### config.mk
export PLATFORM = sky130hd
export DESIGN_NAME = lgn_image_sequencer
export DESIGN_NICKNAME = d
export VERILOG_FILES = /design/src/rtl/lgn_seq_pkg.sv /design/src/rtl/lgn_seq_tick_timer.sv /design/src/rtl/lgn_image_sequencer.sv
export SDC_FILE = /design/constraint.sdc
export NUM_CORES = 1
export LEC_CHECK = 0
export ABC_AREA = 1
export CORE_ASPECT_RATIO = 0.5
export CORE_MARGIN = 4
export CORE_UTILIZATION = 28
export DETAILED_ROUTE_END_ITERATION = 7
export DONT_BUFFER_PORTS = 1
export PLACE_DENSITY = 0.45
export SLEW_MARGIN = 25
export SYNTH_ARGS = -nofsm -noshare
export SYNTH_HDL_FRONTEND = slang
export SYNTH_SLANG_ARGS = --single-unit
### constraint.sdc
create_clock -name clk -period 2 [get_ports clk]
set_clock_uncertainty 0.05 [all_clocks]
set_input_delay 0.2 -clock clk [delete_from_list [all_inputs] [get_ports clk]]
set_output_delay 0.2 -clock clk [all_outputs]
set_load 0.02 [all_outputs]
### src/rtl/lgn_seq_pkg.sv
// Shared types and sizing helpers for the LGN image sequencer.
package lgn_seq_pkg;

    typedef enum logic [1:0] {StIdle, StFetch, StDrain, StCapture} seq_state_e;

    typedef logic [3:0] class_idx_t;

    localparam int unsigned DEF_BYTES_PER_IMG = 32;
    localparam int unsigned DEF_PIPE_LATENCY  = 3;

    // Bits needed to hold the values 0..n-1, never less than one.
    function automatic int unsigned min_width(input int unsigned n);
        return (n <= 2) ? 1 : $clog2(n);
    endfunction

    localparam int unsigned BYTE_CNT_W  = min_width(DEF_BYTES_PER_IMG);
    localparam int unsigned DRAIN_CNT_W = min_width(DEF_PIPE_LATENCY + 1);

endpackage

### src/rtl/lgn_seq_tick_timer.sv
// Free-running period counter; tick_o pulses for one cycle every PERIOD cycles from reset.
module lgn_seq_tick_timer
    import lgn_seq_pkg::*;
#(
    parameter int unsigned PERIOD = 12000000
) (
    input  logic clk,
    input  logic rst_n,
    output logic tick_o
);

    localparam int unsigned TW = min_width(PERIOD);
    localparam logic [TW-1:0] LAST = TW'(PERIOD - 1);

    logic [TW-1:0] cnt_q;

    always_ff @(posedge clk or negedge rst_n) begin
        if (!rst_n) begin
            cnt_q  <= '0;
            tick_o <= 1'b0;
        end else begin
            tick_o <= (cnt_q == LAST);
            cnt_q  <= (cnt_q == LAST) ? '0 : cnt_q + TW'(1);
        end
    end

endmodule

### src/rtl/lgn_image_sequencer.sv
// Streams one stored image from ROM into the LGN core and captures its class index.
// Define AUTO_ADVANCE_EN to add a periodic image-select advance timer.
module lgn_image_sequencer
    import lgn_seq_pkg::*;
#(
    parameter int unsigned NUM_IMAGES    = 4,
    parameter int unsigned BYTES_PER_IMG = DEF_BYTES_PER_IMG,
    parameter int unsigned PIPE_LATENCY  = DEF_PIPE_LATENCY,
    parameter int unsigned TIMER_TICKS   = 12000000,
    localparam int unsigned AW = min_width(NUM_IMAGES * BYTES_PER_IMG),
    localparam int unsigned IW = min_width(NUM_IMAGES)
) (
    input  logic          clk,
    input  logic          rst_n,
    input  logic          start_i,
    input  logic          run_i,
    input  logic          next_i,
    output logic [AW-1:0] mem_addr_o,
    input  logic [7:0]    mem_data_i,
    output logic [7:0]    core_data_o,
    output logic          frame_start_o,
    input  logic [3:0]    core_index_i,
    output logic [IW-1:0] img_sel_o,
    output logic [3:0]    result_o,
    output logic          result_valid_o,
    output logic          busy_o
);

    localparam int unsigned CW = min_width(BYTES_PER_IMG);
    localparam int unsigned DW = min_width(PIPE_LATENCY + 1);
    localparam logic [CW-1:0] LAST_BYTE  = CW'(BYTES_PER_IMG - 1);
    localparam logic [DW-1:0] LAST_DRAIN = DW'(PIPE_LATENCY);
    localparam logic [IW-1:0] LAST_IMG   = IW'(NUM_IMAGES - 1);

    seq_state_e    state_q;
    logic [CW-1:0] byte_q;
    logic [DW-1:0] drain_q;
    logic [IW-1:0] img_q;
    logic          pend_q;
    logic [AW-1:0] addr_q;
    logic          fetch_q;
    logic          first_q;
    logic [7:0]    data_q;
    logic          sof_q;
    class_idx_t    result_q;
    logic          valid_q;

    logic          adv_req;
    logic [IW-1:0] img_next;
    logic [IW-1:0] img_cap;

`ifdef AUTO_ADVANCE_EN
    logic tick;

    lgn_seq_tick_timer #(
        .PERIOD(TIMER_TICKS)
    ) u_timer (
        .clk   (clk),
        .rst_n (rst_n),
        .tick_o(tick)
    );

    assign adv_req = next_i | tick;
`else
    assign adv_req = next_i;
`endif

    function automatic logic [AW-1:0] img_base(input logic [IW-1:0] img);
        return AW'(img) * AW'(BYTES_PER_IMG);
    endfunction

    assign img_next = (img_q == LAST_IMG) ? '0 : img_q + IW'(1);
    // Image used by a back-to-back frame launched from the capture cycle.
    assign img_cap  = (pend_q | adv_req) ? img_next : img_q;

    always_ff @(posedge clk or negedge rst_n) begin
        if (!rst_n) begin
            state_q  <= StIdle;
            byte_q   <= '0;
            drain_q  <= '0;
            img_q    <= '0;
            pend_q   <= 1'b0;
            addr_q   <= '0;
            fetch_q  <= 1'b0;
            first_q  <= 1'b0;
            data_q   <= 8'h00;
            sof_q    <= 1'b0;
            result_q <= '0;
            valid_q  <= 1'b0;
        end else begin
            // ROM data lags the address by one cycle; track which cycles carry a real byte.
            fetch_q <= (state_q == StFetch);
            first_q <= (state_q == StFetch) && (byte_q == '0);
            data_q  <= fetch_q ? mem_data_i : 8'h00;
            sof_q   <= first_q;
            valid_q <= 1'b0;
            unique case (state_q)
                StIdle: begin
                    if (start_i | run_i) begin
                        state_q <= StFetch;
                        byte_q  <= '0;
                        addr_q  <= img_base(img_q);
                        pend_q  <= adv_req;
                    end else if (adv_req) begin
                        img_q <= img_next;
                    end
                end
                StFetch: begin
                    pend_q <= pend_q | adv_req;
                    if (byte_q == LAST_BYTE) begin
                        state_q <= StDrain;
                        drain_q <= '0;
                        addr_q  <= '0;
                    end else begin
                        byte_q <= byte_q + CW'(1);
                        addr_q <= addr_q + AW'(1);
                    end
                end
                StDrain: begin
                    pend_q <= pend_q | adv_req;
                    if (drain_q == LAST_DRAIN) begin
                        state_q <= StCapture;
                        valid_q <= 1'b1;
                    end else begin
                        drain_q <= drain_q + DW'(1);
                    end
                end
                StCapture: begin
                    result_q <= core_index_i;
                    pend_q   <= 1'b0;
                    img_q    <= img_cap;
                    if (run_i) begin
                        state_q <= StFetch;
                        byte_q  <= '0;
                        addr_q  <= img_base(img_cap);
                    end else begin
                        state_q <= StIdle;
                    end
                end
                default: state_q <= StIdle;
            endcase
        end
    end

    assign mem_addr_o     = addr_q;
    assign core_data_o    = data_q;
    assign frame_start_o  = sof_q;
    assign img_sel_o      = img_q;
    assign busy_o         = (state_q != StIdle);
    assign result_valid_o = valid_q;
    // The index is only valid in the capture cycle, so it is passed straight through there.
    assign result_o       = valid_q ? core_index_i : result_q;

endmodule
==> metrics.txt <==
# TYPE chip_impl_metric gauge
chip_impl_metric{name="timing.final.ws_setup",unit="ns"} 0.256
chip_impl_info{name="crit_family",value="simple AND/OR/NAND/NOR gates"} 1
chip_impl_metric{name="achievable-frequency",unit="MHz"} 573
chip_impl_info{name="critPathSlowestCell",value="sky130_fd_sc_hd__dfrtp_1"} 1
chip_impl_metric{name="dieWidth",unit="µm"} 122
chip_impl_metric{name="cts_sinks",unit=""} 35
chip_impl_metric{name="drv_cap",unit=""} 0
chip_impl_info{name="status",value="finished, final reports clean"} 1
chip_impl_metric{name="ys_seq_area_frac",unit=""} 0.482
chip_impl_metric{name="netlist_area_before_placement",unit="µm²"} 1820
chip_impl_metric{name="worstPathRequired",unit="ns"} 2.14
chip_impl_metric{name="n_fill_cell",unit=""} 639
chip_impl_metric{name="first_global_vias",unit=""} 1454
chip_impl_metric{name="ant_nets",unit=""} 0
chip_impl_metric{name="grt_max_degree",unit=""} 36
chip_impl_metric{name="timing.reg2reg.setup_slack",unit="ns"} 0.26
chip_impl_metric{name="grt_antenna_before_repair",unit=""} 0
chip_impl_info{name="hold_path_end",value="result_q[3]$_DFFE_PN0P_"} 1
chip_impl_metric{name="max-slew-margin-rel",unit=""} 0.700
chip_impl_metric{name="totalWireLength",unit="µm"} 3980
chip_impl_metric{name="final.setup.tns",unit="ns"} 0
chip_impl_info{name="cts_tree",value="yes"} 1
chip_impl_info{name="cts_root_buffer",value="sky130_fd_sc_hd__clkbuf_16"} 1
chip_impl_metric{name="worst-path-buf-inv",unit=""} 0
chip_impl_metric{name="post_cts.resized_instances",unit=""} 0
chip_impl_info{name="min-delay-path-class",value="primary input to flop"} 1
chip_impl_metric{name="clock_insertion_delay_worst_skew",unit="ns"} 0.27
chip_impl_metric{name="finalCriticalPeriod",unit="ns"} 1.74
chip_impl_metric{name="placement.cell_area",unit="µm²"} 1940
chip_impl_metric{name="finalHoldViolCount",unit=""} 0
chip_impl_metric{name="routed-via-count",unit=""} 1432
chip_impl_metric{name="slew_violations",unit=""} 0
chip_impl_metric{name="drt-vias-per-instance",unit=""} 4.33
chip_impl_metric{name="pwr_density_cell",unit="nW/µm²"} 1540
chip_impl_info{name="worstSetupStartpointType",value="flop"} 1
chip_impl_metric{name="row_count",unit=""} 20
chip_impl_metric{name="placement.setup.worst_slack",unit="ns"} 0.261
chip_impl_info{name="cpMostUsedCell",value="sky130_fd_sc_hd__ha_1"} 1
chip_impl_metric{name="drc",unit=""} 0
chip_impl_metric{name="final_nets",unit=""} 270
chip_impl_info{name="worstSetupEndpointType",value="flop"} 1
chip_impl_metric{name="holdPathStages",unit=""} 2
chip_impl_metric{name="flow.area_growth_from_synthesis",unit="%"} 22.3
chip_impl_metric{name="syn_area_per_cell",unit="µm²"} 8.18
chip_impl_metric{name="clockBufferDepth",unit=""} 2
chip_impl_info{name="layout.cells.most_common_list",value="56 x sky130_fd_sc_hd__nand2_1, 36 x sky130_fd_sc_hd__inv_1, 35 x sky130_fd_sc_hd__dfrtp_1"} 1
chip_impl_info{name="crit_path_start",value="byte_q[1]$_DFFE_PN0P_"} 1
chip_impl_metric{name="overflow",unit=""} 0
chip_impl_info{name="worst-setup-path-type",value="flop to flop"} 1
chip_impl_metric{name="tritoncts.num_buffers",unit=""} 5
chip_impl_info{name="layout_commonest_cell",value="sky130_fd_sc_hd__nand2_1"} 1
chip_impl_metric{name="timing.critical_path.arrival",unit="ns"} 1.89
chip_impl_metric{name="post-route-util",unit=""} 0.359
chip_impl_metric{name="portBuffers",unit=""} 0
chip_impl_metric{name="gr-usage-all-layers",unit=""} 0.107
chip_impl_metric{name="placeableCoreArea",unit="µm²"} 6180
chip_impl_metric{name="drtIter0Drc",unit=""} 92
chip_impl_metric{name="gp_congestion",unit=""} 0.737
chip_impl_info{name="worst_hold_startpoint",value="core_index_i[3]"} 1
chip_impl_metric{name="hpwlAfterDp",unit="µm"} 2940
chip_impl_metric{name="critical_path.max_fanout",unit=""} 4
chip_impl_metric{name="cpPeakStageDelay",unit="ns"} 0.39
chip_impl_metric{name="report.final.setup_viol",unit=""} 0
chip_impl_metric{name="yosysWarningCount",unit=""} 0
chip_impl_info{name="worstReg2RegStart",value="byte_q[1]$_DFFE_PN0P_"} 1
chip_impl_metric{name="worst-r2r-cell-count",unit=""} 8
chip_impl_metric{name="design_area",unit="µm²"} 2220
chip_impl_metric{name="syn_nets",unit=""} 250
chip_impl_metric{name="yosys_register_bits",unit=""} 35
chip_impl_metric{name="first_pass_grt_wire_length",unit="µm"} 6780
chip_impl_metric{name="detail_route.first_pass.iterations",unit=""} 4
chip_impl_metric{name="power.static_leakage",unit="nW"} 1.14
chip_impl_info{name="timing.critical_path.cells",value="ha_1 > nand2_1 > nor2_1 > ha_1 > nor2_8 > nor3_1 > nand3_1 > o21ai_0"} 1
chip_impl_info{name="worst_r2r_endpoint",value="drain_q[1]$_DFFE_PN0P_"} 1
chip_impl_metric{name="dieArea",unit="µm²"} 7910
chip_impl_metric{name="max-vdd-ir-drop",unit="mV"} 0.408
chip_impl_metric{name="initial_core_util",unit=""} 0.294
chip_impl_metric{name="cts-htree-levels",unit=""} 2
chip_impl_metric{name="synth_cell_type_count",unit=""} 27
chip_impl_metric{name="worst_slew_pin_slew",unit="ns"} 0.445
chip_impl_metric{name="period_share",unit=""} 0.872
chip_impl_metric{name="post_route_cells_drive_above_1_share",unit=""} 0.0988
chip_impl_metric{name="routedWlPerCell",unit="µm"} 12.0
chip_impl_metric{name="cts.reportedPaths.clkPinSlew",unit="ns"} 0.05
chip_impl_metric{name="synthCells",unit=""} 222
chip_impl_metric{name="antenna-diode-count",unit=""} 0
chip_impl_metric{name="io-pin-count",unit=""} 41
chip_impl_info{name="rsz_0062_raised_after_global_routing",value="false"} 1
chip_impl_metric{name="die_h",unit="µm"} 64.9
==> layer usage <==
layer	global-route usage	routed length (µm)
met5	0	0
met4	0.0209	0
met3	0.0323	206
met2	0.185	1930
met1	0.133	1840
==> kinds of logic after synthesis <==
logic type	after synthesis	synth area share
simple gates	97	0.235
buf+inv	43	0.0972
fa+ha+maj	11	0.0758
compound gates	34	0.0999
flops	35	0.482
xor+xnor	2	0.00965
==> how the worst max path moves through the flow <==
stage	end	depth (start not counted)
5_1_grt	drain_q[1]$_DFFE_PN0P_	8
6_report	drain_q[1]$_DFFE_PN0P_	8
4_1_cts	drain_q[1]$_DFFE_PN0P_	8
3_3_place_gp	drain_q[1]$_DFFE_PN0P_	8
2_1_floorplan	byte_q[0]$_DFFE_PN0P_	9
3_5_place_dp	drain_q[1]$_DFFE_PN0P_	8
==> metrics by stage <==
step,power (W),std cells,hold WS (ns)
after floorplan,0.00226,222,-0.146
after global placement,0.00260,312,-0.144
after detailed placement,0.00261,312,-0.144
after CTS,0.00347,330,0.0000539
after global routing,0.00373,331,0.0125
final,0.00342,331,0.00525
==> registers in the layout, summed over array words and instances (netlist names) <==
register / count
mem_addr_o: 7
core_data_o: 8
result_valid_o: 1
drain_q: 2
fetch_q: 1
first_q: 1
result_q: 4
state_q: 2
byte_q: 5
frame_start_o: 1
pend_q: 1
img_sel_o: 2
==> synth_stat cells <==
cell / n / share of area
sky130_fd_sc_hd__o21ai_2: 1 / 0.0048
sky130_fd_sc_hd__buf_4: 1 / 0.0041
sky130_fd_sc_hd__nor2_1: 17 / 0.035
sky130_fd_sc_hd__a21oi_1: 6 / 0.017
sky130_fd_sc_hd__nand2_2: 1 / 0.0034
sky130_fd_sc_hd__nand3_1: 13 / 0.036
sky130_fd_sc_hd__clkbuf_1: 1 / 0.0021
sky130_fd_sc_hd__xor2_1: 2 / 0.0097
sky130_fd_sc_hd__buf_2: 1 / 0.0028
sky130_fd_sc_hd__ha_1: 11 / 0.076
sky130_fd_sc_hd__a31oi_1: 1 / 0.0034
sky130_fd_sc_hd__dfrtp_1: 35 / 0.48
sky130_fd_sc_hd__nor3_1: 4 / 0.011
sky130_fd_sc_hd__a21oi_2: 1 / 0.0048
sky130_fd_sc_hd__inv_4: 1 / 0.0034
sky130_fd_sc_hd__o21bai_1: 1 / 0.0041
sky130_fd_sc_hd__nor2_2: 1 / 0.0034
sky130_fd_sc_hd__nand4_1: 1 / 0.0034
sky130_fd_sc_hd__inv_1: 36 / 0.074
sky130_fd_sc_hd__nand3_2: 1 / 0.0055
sky130_fd_sc_hd__nand2_1: 56 / 0.12
sky130_fd_sc_hd__o21ai_0: 24 / 0.066
sky130_fd_sc_hd__nor2_8: 1 / 0.011
sky130_fd_sc_hd__nor2_4: 1 / 0.0062
sky130_fd_sc_hd__buf_6: 1 / 0.0062
sky130_fd_sc_hd__nand3b_1: 1 / 0.0041
sky130_fd_sc_hd__inv_2: 2 / 0.0041
==> repair_timing <==
item | in CTS | in global routing
hold buffers | 10 | 1
setup buffers | 0 | 0
endpoints found under the hold margin | 43 | 1
==> final cells by class <==
class	instances	area (µm²)	area share
timing repair buffer	17	165	0.0744
inverter	39	149	0.0671
sequential	35	876	0.395
tap	88	110	0.0496
clock buffer	8	156	0.0705
multi-input combinational	144	763	0.344
==> power by group <==
part / switching (W) / internal, W / leakage, nW
Combinational: 0.000841 / 0.000479 / 0.605
Clock: 0.000268 / 0.000530 / 0.0772
Sequential: 0.000351 / 0.000956 / 0.459
Total: 0.00146 / 0.00196 / 1.14
(Power assumes the default switching activity.)
